$ cat src/rtl/gf2_xform_pkg.sv
// Shared types and constants for the GF(2) matrix transform block:
// FSM states, the 8x8 power-on matrix for bank 0 and an index-width helper.
package gf2_xform_pkg;

  typedef enum logic [1:0] {
    ST_RUN   = 2'd0,
    ST_DRAIN = 2'd1,
    ST_LOAD  = 2'd2
  } state_e;

  // Bank 0 rows 0..7 when W == 8; bit 7 of each row is column 0.
  localparam logic [7:0] DEFAULT_ROWS [8] = '{
    8'hA0, 8'hAC, 8'hD2, 8'h70, 8'hC6, 8'h52, 8'h0A, 8'hDD
  };

  // Width of an index into n items, never narrower than one bit.
  function automatic int idxWidth(input int n);
    return (n > 1) ? $clog2(n) : 1;
  endfunction

endpackage

$ cat src/rtl/gf2_matvec.sv
// Combinational W x W matrix-vector product over GF(2).
// Result bit W-1-i is the parity of row i masked by the input vector.
module gf2_matvec #(
  parameter int W = 8
) (
  input  logic [W-1:0][W-1:0] mat_i,
  input  logic [W-1:0]        vec_i,
  output logic [W-1:0]        prod_o
);

  always_comb begin
    prod_o = '0;
    for (int i = 0; i < W; i++) begin
      prod_o[W-1-i] = ^(mat_i[i] & vec_i);
    end
  end

endmodule

$ cat src/rtl/gf2_matrix_xform.sv
// Two-stage GF(2) matrix transform with banked, row-writable matrices.
// Row writes wait for the pipeline to drain so no word sees a half-updated matrix.
module gf2_matrix_xform
  import gf2_xform_pkg::*;
#(
  parameter  int W     = 8,
  parameter  int NBANK = 2,
  localparam int BW    = idxWidth(NBANK),
  localparam int RW    = idxWidth(W)
) (
  input  logic          clk,
  input  logic          rst,
  input  logic          in_valid,
  output logic          in_ready,
  input  logic [W-1:0]  in_data,
  input  logic [BW-1:0] in_bank,
  output logic          out_valid,
  input  logic          out_ready,
  output logic [W-1:0]  out_data,
  input  logic          cfg_we,
  input  logic [BW-1:0] cfg_bank,
  input  logic [RW-1:0] cfg_row,
  input  logic [W-1:0]  cfg_data,
  output logic          cfg_ack
);

  typedef logic [W-1:0][W-1:0] matrix_t;

  matrix_t       mat_q [NBANK];
  state_e        state_q, state_d;
  logic          s1Valid_q, s1Valid_d;
  logic [W-1:0]  s1Data_q, s1Data_d;
  logic [BW-1:0] s1Bank_q, s1Bank_d;
  logic          s2Valid_q, s2Valid_d;
  logic [W-1:0]  s2Data_q, s2Data_d;

  logic          s2Free, s1CanTake, pipeEmpty, inFire;
  logic          inBankOk, cfgBankOk, cfgRowOk;
  logic [W-1:0]  product;

  function automatic logic [W-1:0] resetRow(input int b, input int i);
    logic [W-1:0] row;
    if (W == 8 && b == 0) row = W'(DEFAULT_ROWS[i[2:0]]);
    else                  row = W'(1) << (W - 1 - i);
    return row;
  endfunction

  assign s2Free    = !s2Valid_q || out_ready;
  assign s1CanTake = !s1Valid_q || s2Free;
  assign pipeEmpty = !s1Valid_q && !s2Valid_q;
  assign inFire    = in_valid && in_ready;
  assign inBankOk  = 32'(in_bank) < NBANK;
  assign cfgBankOk = 32'(cfg_bank) < NBANK;
  assign cfgRowOk  = 32'(cfg_row) < W;

  assign out_valid = s2Valid_q && !rst;
  assign out_data  = s2Data_q;

  gf2_matvec #(.W(W)) uMatvec (
    .mat_i  (mat_q[s1Bank_q]),
    .vec_i  (s1Data_q),
    .prod_o (product)
  );

  always_ff @(posedge clk) begin
    if (rst) state_q <= ST_RUN;
    else     state_q <= state_d;
  end

  // A pending config write blocks new input immediately, even in the same cycle as in_valid.
  always_comb begin
    state_d  = state_q;
    in_ready = 1'b0;
    cfg_ack  = 1'b0;
    case (state_q)
      ST_RUN: begin
        in_ready = !cfg_we && s1CanTake;
        if (cfg_we) state_d = ST_DRAIN;
      end
      ST_DRAIN: begin
        if (pipeEmpty) state_d = cfg_we ? ST_LOAD : ST_RUN;
      end
      ST_LOAD: begin
        cfg_ack = 1'b1;
        state_d = ST_RUN;
      end
      default: state_d = ST_RUN;
    endcase
    if (rst) begin
      in_ready = 1'b0;
      cfg_ack  = 1'b0;
    end
  end

  always_comb begin
    s1Valid_d = s1Valid_q;
    s1Data_d  = s1Data_q;
    s1Bank_d  = s1Bank_q;
    s2Valid_d = s2Valid_q;
    s2Data_d  = s2Data_q;
    if (s2Free) begin
      s2Valid_d = s1Valid_q;
      if (s1Valid_q) s2Data_d = product;
    end
    if (s1CanTake) begin
      s1Valid_d = inFire;
      if (inFire) begin
        s1Data_d = in_data;
        s1Bank_d = inBankOk ? in_bank : '0;
      end
    end
  end

  always_ff @(posedge clk) begin
    if (rst) begin
      s1Valid_q <= 1'b0;
      s1Data_q  <= '0;
      s1Bank_q  <= '0;
      s2Valid_q <= 1'b0;
      s2Data_q  <= '0;
    end else begin
      s1Valid_q <= s1Valid_d;
      s1Data_q  <= s1Data_d;
      s1Bank_q  <= s1Bank_d;
      s2Valid_q <= s2Valid_d;
      s2Data_q  <= s2Data_d;
    end
  end

  always_ff @(posedge clk) begin
    if (rst) begin
      for (int b = 0; b < NBANK; b++) begin
        for (int i = 0; i < W; i++) begin
          mat_q[b][i] <= resetRow(b, i);
        end
      end
    end else if (state_q == ST_LOAD && cfg_we && cfgBankOk && cfgRowOk) begin
      mat_q[cfg_bank][cfg_row] <= cfg_data;
    end
  end

endmodule

$ cat config.mk
export PLATFORM = sky130hd
export DESIGN_NAME = gf2_matrix_xform
export DESIGN_NICKNAME = d
export VERILOG_FILES = /design/src/rtl/gf2_xform_pkg.sv /design/src/rtl/gf2_matvec.sv /design/src/rtl/gf2_matrix_xform.sv
export SDC_FILE = /design/constraint.sdc
export NUM_CORES = 1
export LEC_CHECK = 0
export CAP_MARGIN = 10
export CORE_MARGIN = 2
export CORE_UTILIZATION = 32
export CTS_BUF_LIST = sky130_fd_sc_hd__clkbuf_8
export CTS_CLUSTER_SIZE = 8
export DETAILED_ROUTE_END_ITERATION = 7
export HOLD_SLACK_MARGIN = 0.06
export PLACE_DENSITY = 0.53
export SYNTH_ARGS = -nofsm -noshare
export SYNTH_HDL_FRONTEND = slang
export SYNTH_HIERARCHICAL = 1
export SYNTH_SLANG_ARGS = --single-unit
$ cat constraint.sdc
create_clock -name clk -period 1.9 [get_ports clk]
set_input_delay 0.19 -clock clk [delete_from_list [all_inputs] [get_ports clk]]
set_output_delay 0.19 -clock clk [all_outputs]
set_load 0.03 [all_outputs]
### Word level (Yosys, flattened, before mapping)

Memory sizes are Yosys's and may differ from the RTL's. A register that Yosys moved wholly into a read port is not among the register bits.
Index checks and enable logic that the tools add are counted.

* register bits: 21
* memory bits (writable): 128
* bits of input ports: 26
* output and inout port bits: 11
* logic and storage cells: 82
* memories kept: 1

* order comparisons: 2
* equal/unequal tests: 4
* multiplexer cells: 36
* bitwise operators: 8
* reductions and logical operators: 25

Memories
* mat_q: words 2, width 64, read ports 1, clocked after Yosys merged registers in 1, write ports 2, line gf2_matrix_xform.sv:29 `matrix_t mat_q [NBANK];`

Operators with widths (count)
* $mux 64: 3
* $mux 8: 17
* $and 8x8->8: 8
* $reduce_or 64->1: 1
* $reduce_xor 8->1: 8
* $demux 8 s3: 1
* $mux 1: 11
* $logic_and 1x1->1: 6
* $mux 2: 3
* $reduce_and 2->1: 3
* $logic_not 1->1: 4
* $lt 3x4->1 const B: 1
* $ne 2x2->1 const B: 2
* $pmux 2 s2: 1
* $ge 3x1->1 const B: 1
* $eq 2x1->1 const B: 1
* $eq 2x2->1 const B: 1
* $logic_not 2->1: 1
* $logic_or 1x1->1: 2

### Depth between registers and ports, before layout

* depth after elaboration: 10
* depth in mapped cells: 9
* gate-level depth less buffers: 7

### Modules after synthesis

Netlist, hierarchy kept.

By module, submodules not included
* gf2_matrix_xform: instances 1, cells an instance 428, area each 6392.4 µm², sequential area each 4284.1 µm²
* gf2_matvec: instances 1, cells an instance 128, area each 873.3 µm², sequential area each 0.0 µm²

### Worst setup path before layout

Ideal clock, no wire load.

* path kind: reg-to-reg
* start: reg (tool-made name)
* end: reg s2Data_q[0], in the netlist out_data[0]
* library setup time: 70 ps
* arrival time: 1854 ps
* data required time: 1830 ps
* path slack: -23 ps
* stages on the path, launching flop included: 10
* buffers on the path: 2
* clock period less this slack: 1923 ps
* cells stage by stage: dfxtp_1 -> clkbuf_1 -> buf_2 -> mux2_2 -> nand2_1 -> xor2_1 -> xnor2_1 -> xnor2_1 -> nand3_1 -> a21oi_1

RTL lines
* to (signal assigned): line gf2_matrix_xform.sv:126 `s2Data_q <= s2Data_d;`
* to (decl): line gf2_matrix_xform.sv:35 `logic [W-1:0] s2Data_q, s2Data_d;`

==> impl_metrics.tcl <==
set metrics [dict create \
    run_status "complete, but fails checks" \
    violations_in_the_final_reports "negative setup slack" \
    drt-initial-drc-count 268 \
    cts_hold_buffers 0 \
    whs_ns 0.345 \
    finish.net_count 699 \
    antenna_violations_before_repair 2 \
    effective_utilization_at_floorplan_pct 32.4 \
    synth_fp_nets 582 \
    number_of_placed_i_o_pins 37 \
    layout_setup_ws_ns -0.144 \
    cp-start-kind "flip-flop" \
    grt_max_degree 21 \
    async_flop_share_pct 0 \
    setup_tns_ns -0.557 \
    fin_total_pwr_mw 7.67 \
    post_synth_num_cell_types 38 \
    final_setup_violation_count 8 \
    global_route.usage.total_pct 17.0 \
    nFillCells 2055 \
    die_h_um 155 \
    design.core.area_sq_um 22400 \
    yosysSeqAreaShare_pct 59.0 \
    synth_top_area_share_pct 52.9 \
    diodes 0 \
    drt_pre_antenna_iters 5 \
    skew_ns 0.00993 \
    instance_count_of_the_mapped_netlist 556 \
    clk_latency_ns 0.46 \
    tritoncts_clock_tree "built" \
    rsz_0062_raised_after_global_routing "true" \
    ys.flop_type "edfxtp_1" \
    type_of_the_worst_min_delay_path "in2reg" \
    floorplan.die_area_sq_um 23900 \
    route.detailed.vias_per_inst 4.74 \
    post_synth.cell_area_avg_sq_um 13.1 \
    worst_setup_path_end_kind "flip-flop" \
    clock.fmax_mhz 489 \
    postRouteAntennaNets 0 \
    vdd_ir_drop_max_v 0.000508 \
    htreeDepth 4 \
    synth-edff-count 128 \
    detailed_place_hpwl_mm 13.3 \
    synthesis.area_sq_um 7270 \
    arrival_ns 2.44 \
    place.gp.congestion 0.819 \
    clk_root_buffer_cell "clkbuf_8" \
    drc 0 \
    clk_path_buf_depth 2 \
    placed_cell_area_sq_um 8610 \
    drv_cap 0 \
    final_period_minus_worst_setup_slack_ns 2.04 \
    power.static_leakage_nw 3.50 \
    ys_top_cells_by_area "edfxtp_1 (53%), mux2_2 (11%), dfxtp_1 (6.1%)" \
    relSlewSlack_pct 57.3 \
    crit_fanout 5 \
    number_of_buffers_inserted_during_clock_tree_synthesis 17 \
    io_buf_count 36 \
    clk_pin_slew_worst_paths_ns 0.08 \
    finalWirelength_mm 20.2 \
    die_w_um 155 \
    yosys_warnings 6 \
    grt_pass1_vias 4734 \
    timing.final.max_slew_violations 0 \
    yosys.area.top_type "edfxtp_1" \
    preCtsSetupSlack_ns -0.248 \
    worst-slew-pin-transition_ns 0.638 \
    crit_required_ns 2.29 \
    first_pass_grt_wire_length_mm 29.0 \
    numClockSinks 150 \
    wire_per_inst_um 20.9 \
    power_density_nw_per_um2 787 \
    min_period_over_period_pct 108 \
    post_route_cells_drive_above_1_share_pct 43.5 \
    std_cell_rows 55 \
    area_delta_synth_final_pct 34.1 \
    finish.instance_area_sq_um 9740 \
    timing_worst_setup_path_type "reg2reg" \
    routed-via-count 4600 \
    layout_commonest_cell "edfxtp_1" \
    commonest_cells_after_routing_fill_and_taps_aside "edfxtp_1 (128), buf_4 (70), and2_1 (51), mux2_2 (48), nand2_2 (41)" \
    postSynthRegisterBits 150 \
    finalHoldViolCount 0 \
    global_route.overflow_total 0 \
]
report_power, final:
group	total, mW	switching (mW)	internal [mW]
Clock	2.91	1.23	1.68
Combinational	1.03	0.491	0.540
Sequential	3.72	0.0662	3.66
Total	7.67	1.79	5.88
routing by layer:
metal	track usage [%]	routed length, um	up-vias
li1	-	-	2155
met1	22.3	8890	2337
met2	28.0	10200	87
met3	2.97	729	21
met4	6.70	422	0
met5	0	0	-
worst max-delay path: stages, from the launching register on:
cell and delay (ns):
dfxtp_4 0.41, buf_6 0.13, clkbuf_16 0.14, mux2_2 0.33, nand2_2 0.09, xnor2_2 0.08
xnor2_1 0.24, xnor2_1 0.16, buf_4 0.16, nand3_1 0.08, a21oi_1 0.15
state kept, by name, indices dropped and copies added (netlist names), named ones only:
name,flops
mat_q,128
out_data,8
state_q,2
s2Valid_q,1
s1Valid_q,1
s1Data_q,8
s1Bank_q,1
cells by family (layout without fill, tap and decap cells):
logic type,count (synthesis),in the layout,share of synthesized area [%]
AOI/OAI and AO/OA,27,27,2.01
xor gates and xnor gates,56,56,7.58
buffers and inverters,36,165,2.57
DFF,150,150,59.0
muxes,73,73,11.3
and+or+nand+nor,214,214,17.6
cell usage after synthesis, types with 11 or more instances:
cell	number
dfxtp_1	22
buf_2	17
mux2_2	73
nand2b_1	40
clkbuf_1	11
edfxtp_1	128
nand2_1	57
a21oi_1	14
xnor2_1	40
and2_1	51
per-stage QoR:
step                cells  util (%)
floorplan             556         -
global placement      927      38.4
detailed placement    927      38.4
CTS                   961      41.2
global route          970      43.4
finish                970      43.4
worst paths after layout:
check / slack, ns / cells past startpoint / from / end
hold / removal: 0.35 / 2 / in_data[5] / s1Data_q[5]$_SDFFE_PP0P_
setup reg to reg: -0.14 / 10 / flip-flop / out_data[6]$_SDFFE_PP0P_
hold reg to reg: 0.48 / 2 / out_data[0]$_SDFFE_PP0P_ / out_data[0]$_SDFFE_PP0P_
setup / recovery: -0.14 / 10 / flip-flop / out_data[6]$_SDFFE_PP0P_
what timing repair did:
| action | in CTS | in global routing |
|---|---|---|
| hold endpoints to repair | 0 | 0 |
| resized for setup | 28 | 90 |
| pin swaps | 4 | 51 |
| buffers inserted | 1 | 6 |
| gates cloned | 2 | 3 |
| setup endpoints to repair | 8 | 10 |
area by class of cell:
cell class / instances / area, sq um / area share [%]
flip-flops and latches: 150 / 4290 / 44.0
multi-input cells: 370 / 3210 / 33.0
repair buffers: 133 / 1410 / 14.5
well taps: 285 / 357 / 3.66
clock buffers: 17 / 234 / 2.40
clock inverters: 14 / 233 / 2.39
inverters: 1 / 3.75 / 0.0385
Note: power is estimated with default switching activity, not from simulation.
